$ cat config.mk
export PLATFORM = sky130hd
export DESIGN_NAME = sensor_request_scheduler
export DESIGN_NICKNAME = d
export VERILOG_FILES = /design/src/rtl/sensor_sched_pkg.sv /design/src/rtl/sensor_request_scheduler_cycle_timer.sv /design/src/rtl/sensor_request_scheduler.sv
export SDC_FILE = /design/constraint.sdc
export NUM_CORES = 1
export LEC_CHECK = 0
export BUFFER_PORTS_ARGS = -buffer_cell sky130_fd_sc_hd__buf_2
export CORE_AREA = 10 10 242 244
export CTS_BUF_LIST = sky130_fd_sc_hd__clkbuf_16
export DETAILED_ROUTE_END_ITERATION = 6
export DIE_AREA = 0 0 252 254
export PLACE_DENSITY = 0.42
export SYNTH_ARGS = -nofsm -noshare
export SYNTH_HDL_FRONTEND = slang
export SYNTH_HIERARCHICAL = 1
export SYNTH_SLANG_ARGS = --single-unit
$ cat constraint.sdc
create_clock -name i_Clock -period 4.2 [get_ports i_Clock]
set_input_delay 0 -clock i_Clock [delete_from_list [all_inputs] [get_ports i_Clock]]
set_output_delay 0 -clock i_Clock [all_outputs]
set_load 0.1 [all_outputs]
$ cat src/rtl/sensor_sched_pkg.sv
// sensor_sched_pkg: command codes, response codes and FSM states shared by the sensor request scheduler
package sensor_sched_pkg;
  localparam logic [7:0] CMD_STATUS    = 8'h00;
  localparam logic [7:0] CMD_READ_TEMP = 8'h01;
  localparam logic [7:0] CMD_READ_HUM  = 8'h02;
  localparam logic [7:0] CMD_CONT_TEMP = 8'h03;
  localparam logic [7:0] CMD_CONT_HUM  = 8'h04;
  localparam logic [7:0] CMD_STOP_CONT = 8'h05;
  localparam logic [7:0] RSP_OK        = 8'h07;
  localparam logic [7:0] RSP_HUM       = 8'h08;
  localparam logic [7:0] RSP_TEMP      = 8'h09;
  localparam logic [7:0] RSP_CONT_STOP = 8'h0A;
  localparam logic [7:0] RSP_ERR       = 8'h1F;
  localparam logic [7:0] RSP_BAD_ADDR  = 8'hFE;
  localparam logic [7:0] RSP_BAD_CMD   = 8'hFF;
  typedef enum logic [2:0] {
    IDLE, DECODE, START, WAIT, TX_CODE, TX_CODE_WAIT, TX_VAL, TX_VAL_WAIT
  } state_t;
endpackage

$ cat src/rtl/sensor_request_scheduler_cycle_timer.sv
// cycle_timer: down-counter reloaded to CYCLES-1 by load or on expiry; expire pulses when it hits zero while enabled (i_Clock, i_Reset_n, load, en -> expire)
module cycle_timer #(
  parameter int CYCLES = 100
) (
  input  logic i_Clock,
  input  logic i_Reset_n,
  input  logic load,
  input  logic en,
  output logic expire
);
  localparam int W = CYCLES > 1 ? $clog2(CYCLES) : 1;
  localparam logic [W-1:0] TOP = W'(CYCLES - 1);
  logic [W-1:0] cnt;
  assign expire = en && !load && cnt == '0;
  always_ff @(posedge i_Clock or negedge i_Reset_n)
    if (!i_Reset_n) cnt <= '0;
    else if (load || expire) cnt <= TOP;
    else if (en) cnt <= cnt - 1'b1;
endmodule

$ cat src/rtl/sensor_request_scheduler.sv
// sensor_request_scheduler: takes (i_Address,i_Request) on i_Req_Valid, pulses o_Start[addr], waits for i_Done/i_Error/timeout, sends code+value via o_Tx_Data/o_Tx_Start/i_Tx_Done; `CONTINUOUS_MODE_EN builds periodic re-issue
module sensor_request_scheduler
  import sensor_sched_pkg::*;
#(
  parameter int NUM_SENSORS        = 32,
  parameter int TIMEOUT_CYCLES     = 5_000_000,
  parameter int CONT_PERIOD_CYCLES = 50_000_000
) (
  input  logic                      i_Clock,
  input  logic                      i_Reset_n,
  input  logic [7:0]                i_Address,
  input  logic [7:0]                i_Request,
  input  logic                      i_Req_Valid,
  output logic                      o_Req_Ready,
  output logic [NUM_SENSORS-1:0]    o_Start,
  input  logic [NUM_SENSORS-1:0]    i_Done,
  input  logic [NUM_SENSORS-1:0]    i_Error,
  input  logic [16*NUM_SENSORS-1:0] i_Data,
  output logic [7:0]                o_Tx_Data,
  output logic                      o_Tx_Start,
  input  logic                      i_Tx_Done,
  output logic                      o_Busy
);
  localparam int AW = NUM_SENSORS > 1 ? $clog2(NUM_SENSORS) : 1;
  state_t state, state_d;
  logic [7:0] addr_q, addr_d, cmd_q, cmd_d, code_q, code_d, val_q, val_d;
  logic [AW-1:0] sel;
  logic [15:0] data;
  logic bad_addr, bad_cmd, is_hum, to_exp;
  assign sel      = addr_q[AW-1:0];
  assign data     = i_Data[16*sel +: 16];
  assign bad_addr = 32'(addr_q) >= NUM_SENSORS;
  assign is_hum   = cmd_q == CMD_READ_HUM || cmd_q == CMD_CONT_HUM;
`ifdef CONTINUOUS_MODE_EN
  assign bad_cmd  = cmd_q > CMD_STOP_CONT;
  logic cont_q, cont_hum_q, pend_q, per_exp, svc, cont_set, cont_clr;
  logic [7:0] cont_addr_q;
  cycle_timer #(.CYCLES(CONT_PERIOD_CYCLES)) u_period (
    .i_Clock(i_Clock), .i_Reset_n(i_Reset_n), .load(cont_set), .en(cont_q), .expire(per_exp)
  );
  // A stop wins over a coincident expiry; a new expiry wins over the service that clears the flag.
  always_ff @(posedge i_Clock or negedge i_Reset_n)
    if (!i_Reset_n) begin
      cont_q      <= 1'b0;
      cont_hum_q  <= 1'b0;
      cont_addr_q <= '0;
      pend_q      <= 1'b0;
    end else begin
      cont_q      <= cont_set ? 1'b1 : cont_clr ? 1'b0 : cont_q;
      cont_hum_q  <= cont_set ? cmd_q == CMD_CONT_HUM : cont_hum_q;
      cont_addr_q <= cont_set ? addr_q : cont_addr_q;
      pend_q      <= cont_clr ? 1'b0 : per_exp ? 1'b1 : svc ? 1'b0 : pend_q;
    end
`else
  assign bad_cmd  = cmd_q > CMD_READ_HUM;
`endif
  cycle_timer #(.CYCLES(TIMEOUT_CYCLES)) u_timeout (
    .i_Clock(i_Clock), .i_Reset_n(i_Reset_n), .load(state == START), .en(state == WAIT), .expire(to_exp)
  );
  always_ff @(posedge i_Clock or negedge i_Reset_n)
    if (!i_Reset_n) begin
      state  <= IDLE;
      addr_q <= '0;
      cmd_q  <= '0;
      code_q <= '0;
      val_q  <= '0;
    end else begin
      state  <= state_d;
      addr_q <= addr_d;
      cmd_q  <= cmd_d;
      code_q <= code_d;
      val_q  <= val_d;
    end
  always_comb begin
    state_d = state;
    addr_d  = addr_q;
    cmd_d   = cmd_q;
    code_d  = code_q;
    val_d   = val_q;
`ifdef CONTINUOUS_MODE_EN
    svc      = 1'b0;
    cont_set = 1'b0;
    cont_clr = 1'b0;
`endif
    case (state)
      IDLE:
        if (i_Req_Valid) begin
          addr_d  = i_Address;
          cmd_d   = i_Request;
          state_d = DECODE;
        end
`ifdef CONTINUOUS_MODE_EN
        else if (pend_q) begin
          addr_d  = cont_addr_q;
          cmd_d   = cont_hum_q ? CMD_READ_HUM : CMD_READ_TEMP;
          svc     = 1'b1;
          state_d = DECODE;
        end
`endif
      DECODE:
        if (bad_addr || bad_cmd) begin
          code_d  = bad_addr ? RSP_BAD_ADDR : RSP_BAD_CMD;
          val_d   = 8'h00;
          state_d = TX_CODE;
        end
`ifdef CONTINUOUS_MODE_EN
        else if (cmd_q == CMD_STOP_CONT) begin
          code_d   = RSP_CONT_STOP;
          val_d    = 8'h00;
          cont_clr = 1'b1;
          state_d  = TX_CODE;
        end else begin
          cont_set = cmd_q == CMD_CONT_TEMP || cmd_q == CMD_CONT_HUM;
          state_d  = START;
        end
`else
        else state_d = START;
`endif
      START: state_d = WAIT;
      WAIT:
        if (i_Error[sel] || to_exp) begin
          code_d  = RSP_ERR;
          val_d   = 8'h00;
          state_d = TX_CODE;
        end else if (i_Done[sel]) begin
          code_d  = cmd_q == CMD_STATUS ? RSP_OK : is_hum ? RSP_HUM : RSP_TEMP;
          val_d   = cmd_q == CMD_STATUS ? 8'h00 : is_hum ? data[15:8] : data[7:0];
          state_d = TX_CODE;
        end
      TX_CODE:      state_d = TX_CODE_WAIT;
      TX_CODE_WAIT: state_d = i_Tx_Done ? TX_VAL : TX_CODE_WAIT;
      TX_VAL:       state_d = TX_VAL_WAIT;
      TX_VAL_WAIT:  state_d = i_Tx_Done ? IDLE : TX_VAL_WAIT;
      default:      state_d = IDLE;
    endcase
  end
  assign o_Req_Ready = state == IDLE;
  assign o_Busy      = state != IDLE;
  assign o_Start     = state == START ? NUM_SENSORS'(1) << sel : '0;
  assign o_Tx_Start  = state == TX_CODE || state == TX_VAL;
  assign o_Tx_Data   = (state == TX_VAL || state == TX_VAL_WAIT) ? val_q :
                       (state == TX_CODE || state == TX_CODE_WAIT) ? code_q : 8'h00;
endmodule

# Word-level counts from Yosys, hierarchy flattened
# Cells that the tools add are included.
# totals
register_bits,58
word_cells,72
# classes
n_addsub,1
n_lt_le_gt_ge,3
eq_ne,12
n_shift,2
muxes,29
n_reduce_logical,19
# op_table
op,count
$shiftx A512 B10 Y16,1
$mux W8,10
$mux W23,2
$mux W32,1
$pmux W8 S2,2
$shl A1 B5 Y32 const A,1
$pmux W3 S8,1
$logic_not A23 Y1,1
$sub A23 B1 Y23 const B,1
$mux W3,5
$eq A3 B3 Y1 const B,4
$bmux W1 S5,2
$eq A8 B2 Y1 const B,1
$eq A8 B3 Y1 const B,1
$ge A8 B6 Y1 const B,1
$gt A8 B2 Y1 const B,1
$logic_not A8 Y1,1
$logic_or A1 B1 Y1,7
$eq A3 B2 Y1 const B,2
$lt A5 B6 Y1 const B,1
$mux W1,4
$mux W4,1
$ne A2 B2 Y1 const B,2
$reduce_and A2 Y1,2
other kinds (9),11

# Longest topological paths before layout
# depth
word_depth,7
mapped_depth,13

# By module
# Netlist, hierarchy kept.
# modules_own_cells
module,instances,cells_each,area_per_inst_um2,seq_area_each_um2
sensor_request_scheduler,1,521,6234.7,800.8
cycle_timer,1,123,1223.7,575.6

# Least setup slack after synthesis
# Ideal clock, no wire load.
# synth_timing
path_kind,flip-flop to flip-flop
from,register state[1]
to,register addr_q[7]
setup_ns,0.125
arrival_ns,3.297
setup_slack_ns,0.778
stages_incl_launch_ff,8
path_buffers,3
synth_period_minus_slack_ns,3.422
cell_sequence,dfrtp_1 > clkbuf_1 > or3_1 > inv_1 > and2_1 > clkbuf_1 > buf_1 > mux2_2
# synth_between
elab_chain_cells,2
# synth_lines
element,line_no,source
"start, declared",sensor_request_scheduler.sv:25,"state_t state, state_d;"
"start signal, assigned",sensor_request_scheduler.sv:68,state <= state_d;
$logic_not A3 Y1,n/a,
named net o_Req_Ready,sensor_request_scheduler.sv:14,"output logic o_Req_Ready,"
$reduce_and A2 Y1 (no line),n/a,
"end signal, assigned",sensor_request_scheduler.sv:69,addr_q <= addr_d;
"end, declared",sensor_request_scheduler.sv:26,"logic [7:0] addr_q, addr_d, cmd_q, cmd_d, code_q, code_d, val_q, val_d;"
# The timed path passes the listed nets, and every way through them passes these cells.
# A chain may end at the register's enable or synchronous reset.

# Worst setup path in the final report
# layout_timing
from,register state[1]
to,register code_q[2]
# layout_between
elab_chain_cells,7
# layout_lines
element,line_no,source
$eq A3 B2 Y1,sensor_request_scheduler.sv:58,".i_Clock(i_Clock), .i_Reset_n(i_Reset_n), .load(state == START), .en(state == WAIT), .expire(to_exp)"
$logic_not A1 Y1,sensor_request_scheduler_cycle_timer.sv:14,assign expire = en && !load && cnt == '0;
$logic_and A1 B1 Y1 (*) (2 in a row),sensor_request_scheduler_cycle_timer.sv:14,
named net to_exp,sensor_request_scheduler.sv:29,"logic bad_addr, bad_cmd, is_hum, to_exp;"
$logic_or A1 B1 Y1 (*),sensor_request_scheduler.sv:121,if (i_Error[sel] || to_exp) begin
$ne A3 B3 Y1 (no line) / $mux W8 (equally long branches),n/a,
$reduce_and A3 Y1 (no line) / $pmux W8 S2 (equally long branches),n/a,
"end signal, assigned",sensor_request_scheduler.sv:71,code_q <= code_d;
"end, declared",sensor_request_scheduler.sv:26,
# The timed path passes the listed nets; every way through them passes the cells marked *.

==> out/metrics.yaml <==
status: "finished, final reports clean"
fin_area_mm2: 0.0117
seqCellArea_mm2: 0.00138
start_kind: "flip-flop"
viasPerCell: 4.57
die-area_mm2: 0.0640
yosys_register_bits: 55
fin_crit_sh: 0.853
fp.dieW_um: 252
cts_root_buffer: "clkbuf_16"
clk_pin_slew_ns: 0.08
worstRegToRegCells: 11
synthesis.nets: 1241
clk_path_buf_depth: 2
drv_cap: 0
worst_pin_slew_ns: 1.00
finalHoldViolations: 0
slew_headroom: 0.332
core-area_mm2: 0.0536
place_congestion: 0.932
r2r-start: "state[1]$_DFFE_PN0P_"
io_pins: 639
cts_tree: "built"
antenna_found_initial: 21
synthArstFlopShare: 1.00
synth.distinct_cells: 72
initial_core_util: 0.139
nNetsFinal: 1861
finalCriticalPeriod_ns: 3.58
multiInputGateArea_mm2: 0.00569
dr.first_iter.drc_count: 581
grt_pass1_wl_um: 72000
area_growth_pct: 57.3
max_freq_ghz: 0.279
dr.pass1.iters: 5
crit_cells: 11
path_common_cell: "nor2_1"
synth_top_flop_cell: "dfrtp_1"
p_leak_uw: 0.00515
layout-drive-gt1-share: 0.670
tns_ns: 0
dpl.cell_count: 1936
critPathCaptureType: "flip-flop"
cp-endpoint: "code_q[2]$_DFFE_PN0P_"
rsz0062_at_grt: "false"
vias: 8996
avgSynthCellArea_um2: 11.6
clk_latency_ns: 0.30
grt.overflow.total: 0
ant_nets: 0
grt_pass1_vias: 9793
path_cells: "nand3b_1 > inv_1 > and4bb_2 > and4_1 > nand3_1 > nor2_1 > nor2_1 > o31ai_1 > nor4_2 > nand4_2 > a21boi_1"
slowest_delay_ns: 0.67
hpwlAfterDp_um: 47000
worstPathArrival_ns: 3.77
hold_path.class: "in2reg"
yosysSeqAreaShare: 0.185
drt_wl_total_um: 53200
numCtsBuffers: 5
worst-r2r-setup-slack_ns: 0.62
p_per_area_mw_per_mm2: 570
ys_warn_count: 6
crit_family: "simple AND/OR/NAND/NOR gates"
fin_skew_ns: 0.0109
io_buffers: 638
slew_violations: 0
h-tree-depth: 2
slowest_stage: "nor4_2"
synth_area_mm2: 0.00746
cp-startpoint: "state[1]$_DFFE_PN0P_"
syn_inst: 644
wl_per_cell_um: 27.0
crit_type: "reg2reg"
final_cells: 1968
finalSetupViolations: 0
rows: 85
drc: 0
synth_edf_count: 0
cts_sinks: 55
grt_max_degree: 61
required_ns: 4.38
place_ws_ns: 0.695
cp_num_buf_inv: 1
timing.final.ws_setup_ns: 0.616
cp_max_fo: 18
r2r_end: "code_q[2]$_DFFE_PN0P_"
fillers: 5961
dpl_cell_area_mm2: 0.0114
die_height_um: 254
peakVddDrop_mv: 0.337
hold_ws_ns: 0.00497
track_usage: 0.154
## report_power, final
part | switching [µW] | internal [µW] | leakage (µW)
Combinational | 2850 | 2280 | 0.00442
Sequential | 432 | 706 | 0.000655
Clock | 201 | 222 | 0.0000752
Total | 3480 | 3210 | 0.00515
## routing by layer
metal,vias up,GRT usage,part of all wire
li1,3952,-,-
met1,4435,0.171,0.36
met3,60,0.0555,0.10
met2,531,0.275,0.51
met5,-,0,0.0019
met4,18,0.0377,0.020
## worst min-delay path by stage
stage	start	end	slack, ns	cells past startpoint
after global routing	i_Address[3]	addr_q[3]$_DFFE_PN0P_	0.01	2
after CTS	i_Address[0]	addr_q[0]$_DFFE_PN0P_	0.0001	2
after detailed placement	i_Reset_n	cmd_q[4]$_DFFE_PN0P_	-0.09	1
after global placement	i_Reset_n	cmd_q[4]$_DFFE_PN0P_	-0.09	1
final	i_Address[3]	addr_q[3]$_DFFE_PN0P_	0.005	2
after floorplan	i_Reset_n	addr_q[0]$_DFFE_PN0P_	-0.30	0
## sequential cells by signal, indices dropped and copies added (netlist names)
register       cells
val_q              8
cmd_q              8
u_timeout/cnt     23
code_q             5
addr_q             8
state              3
## worst register-to-register path, stage by stage (launching register included)
cell and delay [ns]:
dfrtp_1 0.58, nand3b_1 0.32, inv_1 0.19, and4bb_2 0.32, and4_1 0.26, nand3_1 0.11
nor2_1 0.05, nor2_1 0.16, o31ai_1 0.13, nor4_2 0.67, nand4_2 0.42, a21boi_1 0.25
## cells in the final DEF (no fill, tap or decap), types with 7 or more instances in the layout
cell,netlist,final
buf_2,12,638
nor3_1,12,12
nand3_1,8,8
a22oi_1,30,30
mux2_2,26,26
diode_2,0,7
a22o_1,16,16
nand2_1,49,49
inv_1,9,10
a21oi_1,28,28
nor2_1,57,56
buf_4,8,16
o2bb2ai_1,8,8
o22ai_1,10,10
o21ai_0,10,10
a221oi_1,17,17
or3_1,7,7
mux4_2,129,129
mux4_1,8,8
dlygate4sd3_1,0,17
dfrtp_1,55,53
## per-stage QoR
| step | power [µW] | utilization |
|---|---|---|
| 6_report | 6690 | 0.219 |
| 5_1_grt | 7140 | 0.219 |
| 4_1_cts | 6810 | 0.218 |
| 3_5_place_dp | 6350 | 0.213 |
| 3_3_place_gp | 6330 | 0.213 |
| 2_1_floorplan | 4690 | - |
## kinds of logic (layout without fill, tap and decap cells)
group                      count (synthesis)  in the layout  share of synthesized area
muxes                                    167            167                      0.462
AOI/OAI and AO/OA                        147            147                      0.146
DFF                                       55             55                      0.185
other                                      0              7                          0
adders and majority gates                  1              1                    0.00168
xor gates and xnor gates                  12             12                     0.0141
and+or+nand+nor                          189            189                      0.136
buffers and inverters                     73            694                     0.0547
## area by class of cell
class	instances	share of cell area
sequential	55	0.118
timing repair buffer	676	0.305
inverter	10	0.00320
clock inverter	3	0.00181
multi-input combinational	516	0.485
tap	696	0.0742
antenna	7	0.00149
clock buffer	5	0.0107
## cells in the mapped netlist, drive strengths merged, types with 2 or more instances
library cell  count  area, µm²
a2111oi           3       26.3
a21oi            28        140
a221oi           17        149
a22o             16        140
a22oi            30        225
a32oi             2       17.5
and2              5       31.3
buf              35        264
clkbuf           28        106
dfrtp            55       1380
inv               9       33.8
mux2             26        293
mux2i             4       40.0
mux4            137       3120
nand2            49        184
nand2b            6       45.0
nand3             8       40.0
nand3b            4       30.0
nand4             4       46.3
nor2             57        214
nor2b             6       37.5
nor3             12       60.1
nor3b             6       45.0
nor4              7       71.3
o211ai            3       22.5
o21ai            11       66.3
o221a             3       42.5
o22ai            10       62.6
o2bb2ai           8       70.1
o31ai             5       37.5
or2               2       12.5
or3              11       77.6
or4               7       58.8
xnor2             6       52.6
xor2              6       52.6
## what timing repair did
| item | CTS | global route |
|---|---|---|
| hold endpoints to repair | 27 | 1 |
| hold buffers | 16 | 1 |
| setup buffers | 0 | 0 |
| resized for setup | 0 | 0 |
No activity file was read; power rests on OpenSTA's default activity.
